### src/rtl/systolic_pkg.sv
// Shared types for the weight-stationary systolic tile sequencer:
// sequencer states, default widths and the per-row west-edge lane bundle.
package systolic_pkg;

    localparam int unsigned DW_DEF = 8;
    localparam int unsigned PSUM_W = 32;

    typedef enum logic [2:0] {
        IDLE,
        LOAD,
        SHIFT,
        SWITCH,
        STREAM,
        DRAIN
    } seq_state_t;

    // One row's west-edge signals: operand, valid, and the switch pulse.
    typedef struct packed {
        logic signed [DW_DEF-1:0] data;
        logic                     valid;
        logic                     sw;
    } lane_t;

endpackage

### src/rtl/systolic_skew.sv
// DEPTH-stage register delay of one row's lane bundle; all stages clear on reset.
module systolic_skew
    import systolic_pkg::*;
#(
    parameter type         lane_bus_t = lane_t,
    parameter int unsigned DEPTH      = 1
) (
    input  logic      clk,
    input  logic      rst,
    input  lane_bus_t i_lane,
    output lane_bus_t o_lane
);

    lane_bus_t r_pipe [DEPTH];

    always_ff @(posedge clk or posedge rst) begin
        if (rst) begin
            for (int unsigned i = 0; i < DEPTH; i++) begin
                r_pipe[i] <= '0;
            end
        end else begin
            r_pipe[0] <= i_lane;
            for (int unsigned i = 1; i < DEPTH; i++) begin
                r_pipe[i] <= r_pipe[i-1];
            end
        end
    end

    assign o_lane = r_pipe[DEPTH-1];

endmodule

### src/rtl/systolic_seq.sv
// Tile sequencer: loads one weight tile, shifts it into the array, then streams K
// skewed input vectors. Optional perf counters under `SYSTOLIC_SEQ_PERF_EN.
module systolic_seq
    import systolic_pkg::*;
#(
    parameter int unsigned ROWS = 4,
    parameter int unsigned COLS = 4,
    parameter int unsigned DW   = DW_DEF
) (
    input  logic                 clk,
    input  logic                 rst,
    input  logic                 start_i,
    input  logic [15:0]          num_vec_i,
    output logic                 busy_o,
    output logic                 done_o,
    input  logic                 w_valid_i,
    output logic                 w_ready_o,
    input  logic [COLS*DW-1:0]   w_data_i,
    input  logic                 x_valid_i,
    output logic                 x_ready_o,
    input  logic [ROWS*DW-1:0]   x_data_i,
    output logic [COLS*DW-1:0]   arr_weight_o,
    output logic                 arr_accept_w_o,
    output logic [ROWS*DW-1:0]   arr_input_o,
    output logic [ROWS-1:0]      arr_valid_o,
    output logic [ROWS-1:0]      arr_switch_o,
    output logic                 arr_enable_o,
    output logic [31:0]          cycle_cnt_o,
    output logic [31:0]          stall_cnt_o
);

    localparam int unsigned CNT_W = $clog2(ROWS + COLS);

    typedef struct packed {
        logic signed [DW-1:0] data;
        logic                 valid;
        logic                 sw;
    } row_lane_t;

    seq_state_t         r_state;
    seq_state_t         w_next;
    logic [CNT_W-1:0]   r_cnt;
    logic [15:0]        r_rem;
    logic [COLS*DW-1:0] r_buf [ROWS];
    logic               r_enable;
    logic               w_w_fire;
    logic               w_x_fire;
    row_lane_t          w_inj [ROWS];
    row_lane_t          w_out [ROWS];

    always_comb begin
        w_next         = r_state;
        w_ready_o      = 1'b0;
        x_ready_o      = 1'b0;
        arr_weight_o   = '0;
        arr_accept_w_o = 1'b0;
        done_o         = 1'b0;
        w_w_fire       = 1'b0;
        w_x_fire       = 1'b0;
        case (r_state)
            IDLE: begin
                if (start_i) w_next = LOAD;
            end
            LOAD: begin
                w_ready_o = 1'b1;
                w_w_fire  = w_valid_i;
                if (w_valid_i && r_cnt == CNT_W'(ROWS - 1)) w_next = SHIFT;
            end
            SHIFT: begin
                for (int unsigned i = 0; i < ROWS; i++) begin
                    if (r_cnt == CNT_W'(i)) arr_weight_o = r_buf[i];
                end
                if (r_cnt == CNT_W'(ROWS - 1)) begin
                    arr_accept_w_o = 1'b1;
                    w_next         = SWITCH;
                end
            end
            SWITCH: begin
                w_next = (r_rem == '0) ? DRAIN : STREAM;
            end
            STREAM: begin
                x_ready_o = 1'b1;
                w_x_fire  = x_valid_i;
                if (x_valid_i && r_rem == 16'd1) w_next = DRAIN;
            end
            DRAIN: begin
                if (r_cnt == CNT_W'(ROWS + COLS - 1)) begin
                    done_o = 1'b1;
                    w_next = IDLE;
                end
            end
            default: w_next = IDLE;
        endcase
    end

    // r_cnt serves as beat index (LOAD), shift index (SHIFT) and drain counter (DRAIN).
    always_ff @(posedge clk or posedge rst) begin
        if (rst) begin
            r_state  <= IDLE;
            r_cnt    <= '0;
            r_rem    <= '0;
            r_enable <= 1'b0;
            for (int unsigned i = 0; i < ROWS; i++) begin
                r_buf[i] <= '0;
            end
        end else begin
            r_state  <= w_next;
            r_enable <= 1'b1;
            if (w_next != r_state) begin
                r_cnt <= '0;
            end else if (w_w_fire || r_state == SHIFT || r_state == DRAIN) begin
                r_cnt <= r_cnt + 1'b1;
            end
            if (r_state == IDLE && start_i) begin
                r_rem <= num_vec_i;
            end else if (w_x_fire) begin
                r_rem <= r_rem - 1'b1;
            end
            if (w_w_fire) begin
                for (int unsigned i = 0; i < ROWS; i++) begin
                    if (r_cnt == CNT_W'(i)) r_buf[i] <= w_data_i;
                end
            end
        end
    end

    always_comb begin
        for (int unsigned r = 0; r < ROWS; r++) begin
            w_inj[r].data  = w_x_fire ? x_data_i[r*DW +: DW] : '0;
            w_inj[r].valid = w_x_fire;
            w_inj[r].sw    = (r_state == SWITCH);
        end
    end

    for (genvar gr = 0; gr < ROWS; gr++) begin : g_row
        systolic_skew #(
            .lane_bus_t (row_lane_t),
            .DEPTH      (gr + 1)
        ) u_skew (
            .clk    (clk),
            .rst    (rst),
            .i_lane (w_inj[gr]),
            .o_lane (w_out[gr])
        );
        assign arr_input_o[gr*DW +: DW] = w_out[gr].data;
        assign arr_valid_o[gr]          = w_out[gr].valid;
        assign arr_switch_o[gr]         = w_out[gr].sw;
    end

    assign busy_o       = (r_state != IDLE);
    assign arr_enable_o = r_enable;

`ifdef SYSTOLIC_SEQ_PERF_EN
    logic [31:0] r_cycle_cnt;
    logic [31:0] r_stall_cnt;

    always_ff @(posedge clk or posedge rst) begin
        if (rst) begin
            r_cycle_cnt <= '0;
            r_stall_cnt <= '0;
        end else if (r_state == IDLE && start_i) begin
            r_cycle_cnt <= '0;
            r_stall_cnt <= '0;
        end else begin
            if (busy_o && r_cycle_cnt != '1) r_cycle_cnt <= r_cycle_cnt + 1'b1;
            if (r_state == STREAM && !x_valid_i && r_stall_cnt != '1) begin
                r_stall_cnt <= r_stall_cnt + 1'b1;
            end
        end
    end

    assign cycle_cnt_o = r_cycle_cnt;
    assign stall_cnt_o = r_stall_cnt;
`else
    assign cycle_cnt_o = '0;
    assign stall_cnt_o = '0;
`endif

endmodule

### config.mk
export PLATFORM = sky130hd
export DESIGN_NAME = systolic_seq
export DESIGN_NICKNAME = d
export VERILOG_FILES = /design/src/rtl/systolic_pkg.sv /design/src/rtl/systolic_skew.sv /design/src/rtl/systolic_seq.sv
export SDC_FILE = /design/constraint.sdc
export NUM_CORES = 1
export LEC_CHECK = 0
export BUFFER_PORTS_ARGS = -buffer_cell sky130_fd_sc_hd__buf_4
export CAP_MARGIN = 20
export CORE_ASPECT_RATIO = 1.25
export CORE_MARGIN = 4
export CORE_UTILIZATION = 50
export CTS_BUF_LIST = sky130_fd_sc_hd__clkbuf_16
export CTS_CLUSTER_DIAMETER = 120
export DETAILED_ROUTE_END_ITERATION = 12
export PLACE_DENSITY = 0.81
export RECOVER_POWER = 100
export SYNTH_ARGS = -nofsm -noshare
export SYNTH_HDL_FRONTEND = slang
export SYNTH_SLANG_ARGS = --single-unit
### constraint.sdc
create_clock -name clk -period 13.02 [get_ports clk]
set_clock_uncertainty 0.2 [all_clocks]
set_input_delay 2.604 -clock clk [delete_from_list [all_inputs] [get_ports clk]]
set_output_delay 2.604 -clock clk [all_outputs]
set_load 0.01 [all_outputs]
==> results.ini, run 1 <==
[logic_synthesis]
ys.flop_type = dfrtp_1
synth_edf_count = 0
yosysUniqueCellTypes = 48
yosys_warnings = 0
synth_area_per_cell_um2 = 12.7
synth.cell_area_um2 = 10200
ys_ff_latch = 239
async_flop_share = 1.00
seq_area_frac_synth = 0.587
synthCells = 803

[drt]
viasPerCell = 5.23
routed_wl_um = 21000
drc = 0
detail_route.first_pass.iterations = 4
wl_per_cell_um = 17.3
ant_nets = 0
drt-initial-drc-count = 374
vias = 6336

[timing]
tns_ns = 0
post-route-min-period_ns = 6.24
hold_viol_final = 0
worst_pin_slew_ns = 4.25
worst_hold_slack_ns = 0.144
period_share = 0.479
drv_slew = 268
setup_viol = 0
rsz0062_at_grt = no
max_freq_mhz = 160
relSlewSlack = -1.85

[global_routing]
grt.total_usage = 0.185
grt_overflow = 0
antenna_found_initial = 0
grt_pass1_vias = 6559
grt_max_degree = 100
grt_pass1_wl_um = 34200

[critical_path]
cp_max_fo = 33
start_kind = register
crit_required_ns = 10.22
critPathCaptureType = primary output
worst-setup-path-type = register to primary output
worstPathArrival_ns = 3.43

[floorplan]
die_w_um = 136
dieArea_um2 = 22700
core.rowCount = 58
start_util = 0.507
ios = 227
dieHeight_um = 168
core-area_um2 = 20100

[cts]
cts_tree = built
clock-sinks = 239
numCtsBuffers = 23
insertion_delay_ns = 0.51
root_buffer = clkbuf_16
clkTransAtPathRegs_ns = 0.06
cts_resized = 0
post_cts_buffers = 0
cts_buffer_depth = 3
cts-hold-fix-buffers = 0
htreeDepth = 1

[placed_design]
place_congestion = 0.781
io_buffers = 162
hpwl_um = 13500

[worst_hold_path]
hold_path.class = register to register

[final_layout]
layout.nets = 1018
drive_gt1_frac = 0.283
areaGrowthSynthToFinish_pct = 14.1
antenna_cells = 0

[pwr]
power_mw = 1.83
pwr_density_cell_nw_per_um2 = 157
leakagePower_nw = 5.81
peakVddDrop_mv = 0.114

[outcome]
outcome = finished, violations left
violations = capacitance limit, slew limit

[run]
drv_cap = 6

-- worst paths after layout --
check	slack, ns	to	from	cells after the start
max	6.78	arr_weight_o[26]	r_state[1]	6
min	0.14	g_row[2].u_skew.r_pipe[17]	g_row[2].u_skew.r_pipe[27]	0
max reg2reg	9.31	r_buf[116]	r_state[0]	4
min reg2reg	0.14	g_row[2].u_skew.r_pipe[17]	g_row[2].u_skew.r_pipe[27]	0
max in group asynchronous	7.15	g_row[2].u_skew.o_lane[8]	rst	3
min in group asynchronous	3.18	g_row[1].u_skew.r_pipe[19]	rst	2
-- synth_stat cells, types with 5 or more instances --
cell type	count	area [µm²]
a21oi_1	36	180
and2_1	36	225
nand2_1	21	78.8
clkbuf_1	29	109
nor3_1	5	25.0
nand3_1	10	50.1
o311ai_0	5	43.8
inv_1	9	33.8
o211ai_1	5	37.5
nor2_1	45	169
ha_1	9	113
a22oi_1	36	270
buf_2	9	45.0
buf_4	98	736
dfrtp_1	239	5980
a22o_1	32	280
mux2_2	128	1440
-- layout by cell type (no fill, tap or decap), drive strengths merged, types with 4 or more instances in the layout --
master	n
a21oi	37
a22o	32
a22oi	36
and2	36
buf	91
clkbuf	103
clkinv	10
conb	65
dfrtp	239
ha	9
inv	12
mux2	128
nand2	21
nand3	10
nor2	45
nor3	5
o211ai	5
o21ai	4
o311ai	5
or3	5
or4	7
-- final cells by class --
class,count,area [µm²]
Fill cell,1718,8470
Sequential cell,239,5980
Multi-Input combinational cell,480,3520
Timing Repair Buffer,171,991
Clock buffer,23,576
Tap cell,270,338
Clock inverter,19,184
Inverter,9,35.0
-- metrics by stage --
| stage | cells | area [µm²] | utilization | setup WS, ns |
|---|---|---|---|---|
| 3_3_place_gp | 1169 | 11200 | 0.557 | 7.82 |
| 3_5_place_dp | 1169 | 11200 | 0.557 | 7.81 |
| 5_1_grt | 1211 | 11600 | 0.578 | 6.30 |
| 2_1_floorplan | 866 | 10400 | - | 3.66 |
| 4_1_cts | 1211 | 11900 | 0.594 | 7.26 |
| 6_report | 1211 | 11600 | 0.578 | 6.78 |
-- flip-flops by register name, summed over array words and instances, names as in the netlist --
register,flops
r_buf,128
g_row.u_skew.r_pipe,54
g_row.u_skew.o_lane,34
r_rem,16
r_cnt,3
r_state,3
arr_enable_o,1
-- worst max-delay path: stages, from the launching register on --
cell and delay [ns]:
dfrtp_1 0.54, inv_1 0.14, nor3_1 0.23, and2_0 0.15, clkbuf_1 1.32, a22o_1 0.35, clkbuf_1 0.17
-- where the power goes --
part	internal [mW]	total, mW	switching, mW
registers	0.809	0.851	0.0420
clock network	0.385	0.662	0.277
logic	0.112	0.317	0.206
-- metal layers --
layer	vias to the layer above	wire (µm)	GRT usage
met5	-	0	0
met4	0	522	0.0614
met3	37	1210	0.0252
met2	213	11000	0.324
met1	3183	8300	0.235
li1	2903	-	-
-- cell families (layout without fill, tap and decap cells) --
| logic type | after synthesis | count (layout) | share of synthesized area |
|---|---|---|---|
| AND/OR/NAND/NOR | 143 | 143 | 0.0724 |
| adder cells (fa/ha/maj) | 9 | 9 | 0.0110 |
| flip-flops | 239 | 239 | 0.587 |
| AO/OA/AOI/OAI | 131 | 131 | 0.0928 |
| XOR/XNOR | 3 | 3 | 0.00258 |
| multiplexers | 129 | 129 | 0.142 |
| buffers and inverters | 147 | 222 | 0.0913 |
| other | 2 | 65 | 0.000737 |
Note: power is estimated with default switching activity, not from simulation.
==> run 2, diff against run 1 <==
==> constraint.sdc (replaced) <==
create_clock -name clk -period 6 [get_ports clk]
set_clock_uncertainty 0.2 [all_clocks]
set_input_delay 1.2 -clock clk [delete_from_list [all_inputs] [get_ports clk]]
set_output_delay 1.2 -clock clk [all_outputs]
set_load 0.01 [all_outputs]
==> run 2 against run 1 <==
  * The run still ends with capacitance limit, slew limit left
  * Register-to-register slack got worse by 7.9 ns
  * Global-route usage increased by 0.10 points
  * Largest power group unchanged
  * Final cell count unchanged
  * Highest routed layer unchanged
  * Non-clock buffer count increased by 2
  * Critical path type unchanged
  * Count of clock-buffer cells in the layout increased by 1
  * Worst setup slack got worse by 5.7 ns
  * Clock power increased by 120%
==> results.ini, run 2 (synthesized netlist as in run 1, its figures left out) <==
[outcome]
outcome = finished, violations left
violations = capacitance limit, slew limit

[drt]
highest_layer = met4
viasPerCell = 5.25
drc = 0
wl_met1_um = 8340
dr_wl_met3_um = 1060
wl_met2_um = 11100
drt-initial-drc-count = 241
routed_wl_um = 21000
ant_nets = 0
detail_route.first_pass.iterations = 6
vias = 6352
wl_per_cell_um = 17.4

[global_routing]
grt_pass1_wl_um = 33800
grt_max_degree = 133
grt_overflow = 0
antenna_found_initial = 0
grt_pass1_vias = 6550
grt.total_usage = 0.186

[timing]
setup_slack_ns = 1.11
post-route-min-period_ns = 4.89
rsz0062_at_grt = no
drv_slew = 195
worst_pin_slew_ns = 2.19
hold_viol_final = 0
setup_viol = 0
tns_ns = 0
worst_hold_slack_ns = 0.145
relSlewSlack = -0.462
max_freq_mhz = 204
period_share = 0.815

[cts]
clock-sinks = 239
insertion_delay_ns = 0.51
root_buffer = clkbuf_16
htreeDepth = 1
numCtsBuffers = 24
cts_resized = 0
cts_tree = built
post_cts_buffers = 0
cts-hold-fix-buffers = 0
cts_buffer_depth = 3
clkTransAtPathRegs_ns = 0.06

[critical_path]
rr_worst_depth = 7
reg2reg_slack_ns = 1.44
crit_required_ns = 4.60
cp_max_fo = 33
crit_slowest_cell = clkbuf_1
slowest_delay_ns = 1.32
cp_top_family = buffers and inverters
path_buf_inv = 3
path_cells = inv_1 -> ha_1 -> nor2b_1 -> clkbuf_1 -> a22oi_1 -> a21oi_1 -> a22o_1 -> clkbuf_1
path_common_cell = clkbuf_1
worst-setup-path-type = register to primary output
worstPathArrival_ns = 3.49
reg2reg_from = r_cnt[1]
timing.rr.end = r_buf[80]
start_kind = register
critPathCaptureType = primary output

[floorplan]
dieArea_um2 = 22700
start_util = 0.507
core.rowCount = 58
ios = 227
die_w_um = 136
dieHeight_um = 168
core-area_um2 = 20100

[worst_hold_path]
worstHoldEndpoint = g_row[1].u_skew.o_lane[3]
hold_depth = 0
hold_path.class = register to register
hold_start = g_row[1].u_skew.r_pipe[13]

[final_layout]
largest_register_ffs = 128
multi_input_area_um2 = 3520
ff_latch_area_um2 = 5980
n_fill_cell = 1695
drive_gt1_frac = 0.282
antenna_cells = 0
areaGrowthSynthToFinish_pct = 14.5
fin_util = 0.581
top_register = r_buf
layout_commonest_cell = dfrtp_1
stdcell_area_um2 = 11700
final_cells = 1211
final_cell_mix = 239 x dfrtp_1, 127 x mux2_2, 90 x buf_4, 80 x clkbuf_1, 65 x conb_1
layout.nets = 1021

[run]
drv_cap = 7

[placed_design]
detailedPlace.worstSlack_ns = 2.19
dp_cells = 1169
placed_area_um2 = 11200
io_buffers = 162
place_congestion = 0.783
hpwl_um = 13700

[pwr]
pwr_density_cell_nw_per_um2 = 344
peakVddDrop_mv = 0.253
leakagePower_nw = 5.83
power_mw = 4.02

==> run 2: area by class of cell <==
| cell class | count | share of cell area |
|---|---|---|
| timing repair buffer | 173 | 0.0864 |
| clock inverter | 16 | 0.0160 |
| multi-input combinational | 480 | 0.302 |
| clock buffer | 24 | 0.0515 |
| inverter | 9 | 0.00300 |
| tap | 270 | 0.0289 |
| sequential | 239 | 0.512 |
==> run 2: metal layers <==
layer / up-vias / GRT usage
met2: 216 / 0.330
met3: 41 / 0.0255
li1: 2906 / -
met1: 3189 / 0.230
met4: 0 / 0.0671
met5: - / 0
==> run 2: worst max path at each step <==
stage	start	to	slack [ns]	cells past startpoint
2_1_floorplan	rst	arr_enable_o	1.47	1
3_3_place_gp	x_valid_i	r_rem[11]	2.21	7
3_5_place_dp	x_valid_i	r_rem[10]	2.19	6
4_1_cts	r_cnt[0]	arr_weight_o[4]	1.64	8
5_1_grt	r_cnt[1]	arr_weight_o[16]	0.74	8
6_report	r_cnt[1]	arr_weight_o[28]	1.11	8
==> run 2: power breakdown <==
part | total [mW] | leakage (nW) | internal, mW | switching, mW
registers | 1.84 | 3.21 | 1.76 | 0.0881
clock network | 1.48 | 0.392 | 0.897 | 0.586
logic | 0.691 | 2.23 | 0.240 | 0.451
